==> src/rtl/cache_control.sv <==
// cache_control: sequencing FSM for the 2-way, 8-set, 32-byte-line
// write-back cache. Decodes CPU requests against the tag/valid/dirty
// state reported by the datapath, drives every array load strobe and
// runs the physical-memory handshake for dirty write-back and refill.
//
// Optional feature macro: CACHE_PERF_CNT_EN
//   defined   -> adds hit_count / miss_count / wb_count outputs
//   undefined -> counters and ports absent, FSM behaviour identical
module cache_control #(
  parameter int s_index = 3
) (
  input  logic clk,
  input  logic rst_n,
  input  logic mem_read,
  input  logic mem_write,
  output logic mem_resp,
  output logic pmem_read,
  output logic pmem_write,
  input  logic pmem_resp,
  input  logic hit_0,
  input  logic hit_1,
  input  logic dirty,
  input  logic LRU,
  output logic load_valid,
  output logic load_tag,
  output logic load_dirty,
  output logic load_lru,
  output logic load_data,
  output logic load_mode,
  output logic dirty_types,
  output logic cache_array_read,
  output logic pmem_addr_mux_sel,
  output logic way_sel
`ifdef CACHE_PERF_CNT_EN
  ,
  output logic [31:0] hit_count,
  output logic [31:0] miss_count,
  output logic [31:0] wb_count
`endif
);

  localparam logic [2:0] IDLE      = 3'd0;
  localparam logic [2:0] COMPARE   = 3'd1;
  localparam logic [2:0] WRITEBACK = 3'd2;
  localparam logic [2:0] ALLOCATE  = 3'd3;
  localparam logic [2:0] REFILL    = 3'd4;

  localparam int unsigned SETS = 2 ** s_index;

  logic [2:0] state;
  logic [2:0] next_state;
  logic       victim;
  logic       latch_victim;
  logic       req;
  logic       hit;

  assign req = mem_read | mem_write;
  assign hit = hit_0 | hit_1;

  // State register and victim-way latch; victim is captured on the miss decision
  always_ff @(posedge clk or negedge rst_n) begin
    if (!rst_n) begin
      state  <= IDLE;
      victim <= 1'b0;
    end else begin
      state <= next_state;
      if (latch_victim)
        victim <= LRU;
    end
  end

  // Next-state and strobe decode; strobes are Moore from state, gated by
  // hit/dirty in COMPARE and by pmem_resp in ALLOCATE
  always_comb begin
    next_state        = state;
    latch_victim      = 1'b0;
    mem_resp          = 1'b0;
    pmem_read         = 1'b0;
    pmem_write        = 1'b0;
    load_valid        = 1'b0;
    load_tag          = 1'b0;
    load_dirty        = 1'b0;
    load_lru          = 1'b0;
    load_data         = 1'b0;
    load_mode         = 1'b0;
    dirty_types       = 1'b0;
    cache_array_read  = 1'b1;
    pmem_addr_mux_sel = 1'b0;
    way_sel           = victim;
    case (state)
      IDLE: begin
        if (req)
          next_state = COMPARE;
      end
      COMPARE: begin
        if (!req) begin
          next_state = IDLE;
        end else if (hit) begin
          // way 0 wins a double hit; a simultaneous read+write is a write
          way_sel  = hit_1 & ~hit_0;
          mem_resp = 1'b1;
          load_lru = 1'b1;
          if (mem_write) begin
            load_data   = 1'b1;
            load_dirty  = 1'b1;
            dirty_types = 1'b1;
          end
          next_state = IDLE;
        end else begin
          // steer the dirty lookup at the eviction candidate
          way_sel      = LRU;
          latch_victim = 1'b1;
          next_state   = dirty ? WRITEBACK : ALLOCATE;
        end
      end
      WRITEBACK: begin
        pmem_addr_mux_sel = 1'b1;
        pmem_write        = 1'b1;
        if (pmem_resp)
          next_state = ALLOCATE;
      end
      ALLOCATE: begin
        pmem_read = 1'b1;
        if (pmem_resp) begin
          load_data   = 1'b1;
          load_mode   = 1'b1;
          load_tag    = 1'b1;
          load_valid  = 1'b1;
          load_dirty  = 1'b1;
          next_state  = REFILL;
        end
      end
      REFILL: begin
        // arrays are re-read here so the following COMPARE sees the new line
        next_state = COMPARE;
      end
      default: begin
        next_state = IDLE;
      end
    endcase
  end

`ifdef CACHE_PERF_CNT_EN
  logic post_refill;
  logic hit_event;
  logic miss_event;
  logic wb_event;

  function automatic logic [31:0] sat_inc(input logic [31:0] v);
    return (v == 32'hFFFF_FFFF) ? v : v + 32'd1;
  endfunction

  // the COMPARE that follows a refill completes a miss, not a hit
  assign hit_event  = (state == COMPARE) & req & hit & ~post_refill;
  assign miss_event = (state == COMPARE) & req & ~hit;
  assign wb_event   = (state == WRITEBACK) & pmem_resp;

  // Saturating performance counters plus post-refill marker
  always_ff @(posedge clk or negedge rst_n) begin
    if (!rst_n) begin
      post_refill <= 1'b0;
      hit_count   <= 32'd0;
      miss_count  <= 32'd0;
      wb_count    <= 32'd0;
    end else begin
      if (state == REFILL)
        post_refill <= 1'b1;
      else if (state == COMPARE)
        post_refill <= 1'b0;
      if (hit_event)
        hit_count <= sat_inc(hit_count);
      if (miss_event)
        miss_count <= sat_inc(miss_count);
      if (wb_event)
        wb_count <= sat_inc(wb_count);
    end
  end
`endif

  // The two pmem requests are mutually exclusive; set count bound sanity
  assert property (@(posedge clk) disable iff (!rst_n)
    !(pmem_read && pmem_write) && (SETS >= 2));

endmodule

==> config.mk <==
export PLATFORM = sky130hd
export DESIGN_NAME = cache_control
export DESIGN_NICKNAME = d
export VERILOG_FILES = /design/src/rtl/cache_control.sv
export SDC_FILE = /design/constraint.sdc
export NUM_CORES = 1
export LEC_CHECK = 0
export ABC_AREA = 1
export BUFFER_PORTS_ARGS = -buffer_cell sky130_fd_sc_hd__buf_2
export CAP_MARGIN = 15
export CORE_AREA = 2 2 39 41
export CTS_BUF_LIST = sky130_fd_sc_hd__clkbuf_4 sky130_fd_sc_hd__clkbuf_8
export CTS_CLUSTER_DIAMETER = 60
export DETAILED_ROUTE_END_ITERATION = 10
export DIE_AREA = 0 0 41 43
export GPL_TIMING_DRIVEN = 0
export RECOVER_POWER = 50
export SLEW_MARGIN = 0
export SYNTH_ARGS = -nofsm -noshare
export SYNTH_HDL_FRONTEND = slang
export SYNTH_SLANG_ARGS = --single-unit
==> constraint.sdc <==
create_clock -name clk -period 1.2 [get_ports clk]
set_clock_uncertainty 0.1 [all_clocks]
set_input_delay 0.06 -clock clk [delete_from_list [all_inputs] [get_ports clk]]
set_output_delay 0.06 -clock clk [all_outputs]
set_load 0.05 [all_outputs]
Yosys cells after proc, flatten, opt, wreduce, memory -nomap -nowiden
Cells that the tools add are included.
{"block": "totals", "register_bits": 4, "output_inout_bits": 13, "word_cells": 40, "in_bits": 9}
{"block": "classes", "eq_ne": 7, "n_mux": 25, "bitwise_logic": 4, "reduce_logical": 2}
{"op": "1-bit 2-to-1 mux", "n": 18}
{"op": "3-bit case mux with 5 select lines", "n": 1}
{"op": "3-bit 2-to-1 mux", "n": 3}
{"op": "3-bit by 2-bit == test with 1-bit output (second input constant)", "n": 2}
{"op": "2-bit != test (second input constant)", "n": 3}
{"op": "2-bit 2-to-1 mux", "n": 2}
{"op": "3-bit by 1-bit == test with 1-bit output (second input constant)", "n": 1}
{"op": "3-bit == test (second input constant)", "n": 1}
{"op": "3-bit logical NOT", "n": 1}
{"op": "3-bit AND reduction", "n": 1}
{"op": "1-bit OR", "n": 2}
{"op": "1-bit case mux with 2 select lines", "n": 1}
{"op": "1-bit bitwise AND", "n": 1}
{"op": "1-bit inverter", "n": 1}

Longest topological paths before layout
{"block": "depth", "depth_word": 5, "ltp_mapped": 7, "depth_no_buf": 7}

Least setup slack after synthesis
OpenSTA, ideal clock, no wires.
{"block": "synth_timing", "path_type": "register to output", "from": "register state[2]", "to": "output load_dirty", "path_stages_with_launch": 5, "arrival_time_ns": 2.147, "slack_ns": -1.107, "required_ns": 1.040, "n_path_buf": 1, "path_cell_list": "dfrtp_1 -> inv_1 -> nand3_1 -> o21ai_0 -> buf_4"}
{"block": "synth_between", "elab_chain_len": 2, "elab_cells_between_ends": 3, "cone_classes": "2 x eq/ne; 1 x mux"}
{"element": "from (decl)", "line_no": "50", "text": "logic [2:0] state;"}
{"element": "from (signal assigned)", "line_no": "66", "text": "state <= next_state;"}
{"element": "3-bit by 2-bit == test with 1-bit output / 3-bit by 1-bit == test with 1-bit output (equally long branches)"}
{"element": "1-bit case mux with 2 select lines *"}
{"element": "to (decl)", "line_no": "26", "text": "output logic load_dirty,"}
Mark *: on every way between the ends. The rest lies on a longest branch, timed or not.

Worst setup path in the final report
{"block": "layout_timing", "from": "register state[1]", "to": "output pmem_write"}
{"block": "layout_between", "elab_chain_len": 2}
{"element": "3-bit by 2-bit == test with 1-bit output", "line_no": "90", "text": "case (state)"}
{"element": "1-bit 2-to-1 mux", "line_no": "90"}
{"element": "to (decl)", "line_no": "18", "text": "output logic pmem_write,"}
No other way between the ends.

==> impl_metrics.yaml <==
run_status:
  status: "finished with violations"
  failed_checks: "negative setup slack"
clocking:
  clkSlewWorstSetupHoldPaths_ns: 0.04
  cts_buffer_depth: 2
  cts_buffers: 3
  tritoncts: "yes"
  cts-root-buf: "clkbuf_4"
  clkLatencyLatePin_ns: 0.24
  cts_max_level: 1
  cts.sinks: 4
grt:
  gr-total-overflow: 0
  grt_pass1_vias: 378
  grt_max_degree: 6
  grt_pass1_wl_um: 1480
  grt_util_all_layers: 0.127
  antenna_found_initial: 0
yosys:
  synth_area_leaders: "dfrtp_1, nand2_1, buf_4, inv_1, nor2_1"
  synth_top_cell_by_area: "dfrtp_1"
  yosys_warnings: 0
  synthFlopType: "dfrtp_1"
  synth-edff-count: 0
  ys_seq_area_frac: 0.285
  async_flop_share: 1.00
  syn_area_per_cell_um2: 6.06
  ys_types: 13
  syn_area_um2: 352
  yosysMostFrequentCell: "nand2_1"
  yosys-top-cells-count: "nand2_1, inv_1, nor2_1"
  yosys.area.top_type_share: 0.285
  syn_inst: 58
  ys_ff_latch: 4
  synth_nets: 67
place:
  dp_hpwl_um: 646
  gp_congestion: 0.731
  dp_cells: 94
  port-buffer-count: 20
floorplan:
  core-area_um2: 1380
  rows: 14
  ioPinCount: 22
  die_y_um: 43
  die-width_um: 41
  start_util: 0.254
  dieArea_um2: 1760
route:
  wl_per_cell_um: 9.95
  routed_wl_um: 1080
  met1_length_um: 404
  drt.antenna.violating_nets: 0
  routed-wl-met3_um: 39
  num_vias: 452
  drt_iter0_drc: 4
  vias_per_cell: 4.19
  dr.pass1.iters: 2
  drcViolationCount: 0
  wl_met2_um: 631
  highest_layer: "met3"
power:
  power.switching_mw: 1.19
  pwr_density_cell_nw_per_um2: 2870
  p_clk_frac: 0.074
  ir_drop_mv: 1.03
  seqPwrFrac: 0.119
  combPwrFrac: 0.807
  leakagePower_nw: 0.412
  intPower_mw: 1.09
  p_sw_frac: 0.521
cells_and_area:
  multi_input_area_um2: 254
  layout.nets: 103
  stdcell_count: 108
  diodes: 0
  syn_to_final_growth_pct: 127
  final_layout_size_suffix_gt1_frac: 0.641
  regArea_um2: 101
  final_util: 0.576
  nFillCells: 127
setup_path:
  critPathRequiredTime_ns: 1.04
  crit_top_cell: "buf_6"
  start_kind: "flop"
  cpPeakStageDelay_ns: 0.40
  critPathMaxFanout: 3
  path_cells: "buf_4, buf_6, nand3_4, clkinvlp_4, buf_6, buf_8"
  r2r_start: "state[1]$_DFFE_PN0P_"
  critPathKind: "reg2out"
  r2r_slack_ns: -0.16
  cpMaxStageDelayCell: "dfrtp_1"
  cp-end-kind: "primary output"
  r2r_cells: 8
  regToRegEndpoint: "state[0]$_DFFE_PN0P_"
  cp.arrival_ns: 1.35
timing:
  rsz0062_at_grt: "true"
  max_freq_mhz: 664
  setup_violations: 15
  drv_slew: 0
  period_needed_ns: 1.51
  final-hold-violation-count: 0
  setup_ws_ns: -0.307
  post-route-period-util: 1.26
flow_run:
  maxCapViolCount: 0
min_path:
  holdCritStartpoint: "hit_0"
  hold_class: "in2reg"
  min_path_cells: 4
  worstHoldEndpoint: "victim$_DFFE_PN0P_"
==> through the flow <==
step / power [mW] / hold slack, ns / setup TNS [ns] / setup WS (ns) / cell area, um2
2_1_floorplan: 1.25 / -0.336 / -1.23 / -0.251 / 409
3_3_place_gp: 1.44 / -0.233 / -1.39 / -0.243 / 529
3_5_place_dp: 1.45 / -0.231 / -1.50 / -0.246 / 529
4_1_cts: 2.03 / 0.0486 / -3.03 / -0.355 / 723
5_1_grt: 2.41 / 0.0674 / -4.19 / -0.406 / 797
6_report: 2.28 / 0.0516 / -3.05 / -0.307 / 797
==> power groups by stage <==
| stage | registers, mW | logic [mW] | clock network, mW |
|---|---|---|---|
| after floorplan | 0.246 | 1.01 | 0 |
| final | 0.272 | 1.84 | 0.168 |
| after CTS | 0.253 | 1.60 | 0.176 |
| after global routing | 0.280 | 1.94 | 0.185 |
| after global placement | 0.256 | 1.18 | 0 |
| after detailed placement | 0.258 | 1.19 | 0 |
==> per-layer routing <==
layer | vias to the layer above | GRT usage
li1 | 235 | -
met1 | 208 | 0.137
met2 | 9 | 0.206
met3 | 0 | 0.0314
met4 | 0 | 0.0800
met5 | - | 0
==> state kept, by name, indices dropped and copies added (netlist names) <==
name / flops
victim: 1
state: 3
==> kinds of logic after synthesis <==
| kind of cell | count (synthesis) | share of synthesized area |
|---|---|---|
| other | 1 | 0.0107 |
| flip-flops | 4 | 0.285 |
| buffers and inverters | 16 | 0.235 |
| AND/OR/NAND/NOR | 33 | 0.395 |
| AO/OA/AOI/OAI | 4 | 0.0747 |
==> what timing repair did <==
item                                    4_1_cts  5_1_grt
pin swaps                                     3        8
endpoints found under the setup margin       12       15
resized for setup                            35       16
setup buffers                                 5        5
cloned                                        0        0
hold endpoints to repair                      5        0
hold buffers                                  2        0
==> critical path: cells and delay by family (launching register included) <==
kind                   cells  cell delay [ns]
AND/OR/NAND/NOR            1             0.09
flip-flops                 1             0.40
buffers and inverters      5             0.63
==> cell usage in the layout (no fill, tap or decap), types with 2 or more instances in the layout <==
master	Yosys	routed
buf_2	0	7
buf_4	6	10
buf_6	0	9
buf_8	0	8
clkbuf_4	0	3
dfrtp_1	4	3
dlygate4sd3_1	0	2
inv_1	10	4
inv_2	0	4
nand2_1	18	14
nand2_2	0	3
nand3_1	4	2
nand3_4	0	2
nor2_1	9	5
nor2_4	1	5
==> cell type report <==
class,count,area share
Clock buffer,3,0.0283
Buffer,6,0.0801
Timing Repair Buffer,31,0.366
Multi-Input combinational cell,38,0.319
Inverter,10,0.0549
Tap cell,16,0.0251
Sequential cell,4,0.127
==> worst max path at each step <==
stage	start	endpoint	slack, ns	cells past startpoint
2_1_floorplan	state[1]$_DFFE_PN0P_	mem_resp	-0.25	6
3_3_place_gp	state[1]$_DFFE_PN0P_	mem_resp	-0.24	7
3_5_place_dp	state[1]$_DFFE_PN0P_	mem_resp	-0.25	7
4_1_cts	state[2]$_DFFE_PN0P_	mem_resp	-0.36	7
5_1_grt	state[1]$_DFFE_PN0P_	mem_resp	-0.41	7
6_report	state[1]$_DFFE_PN0P_	pmem_write	-0.31	6
(Power assumes the default switching activity.)
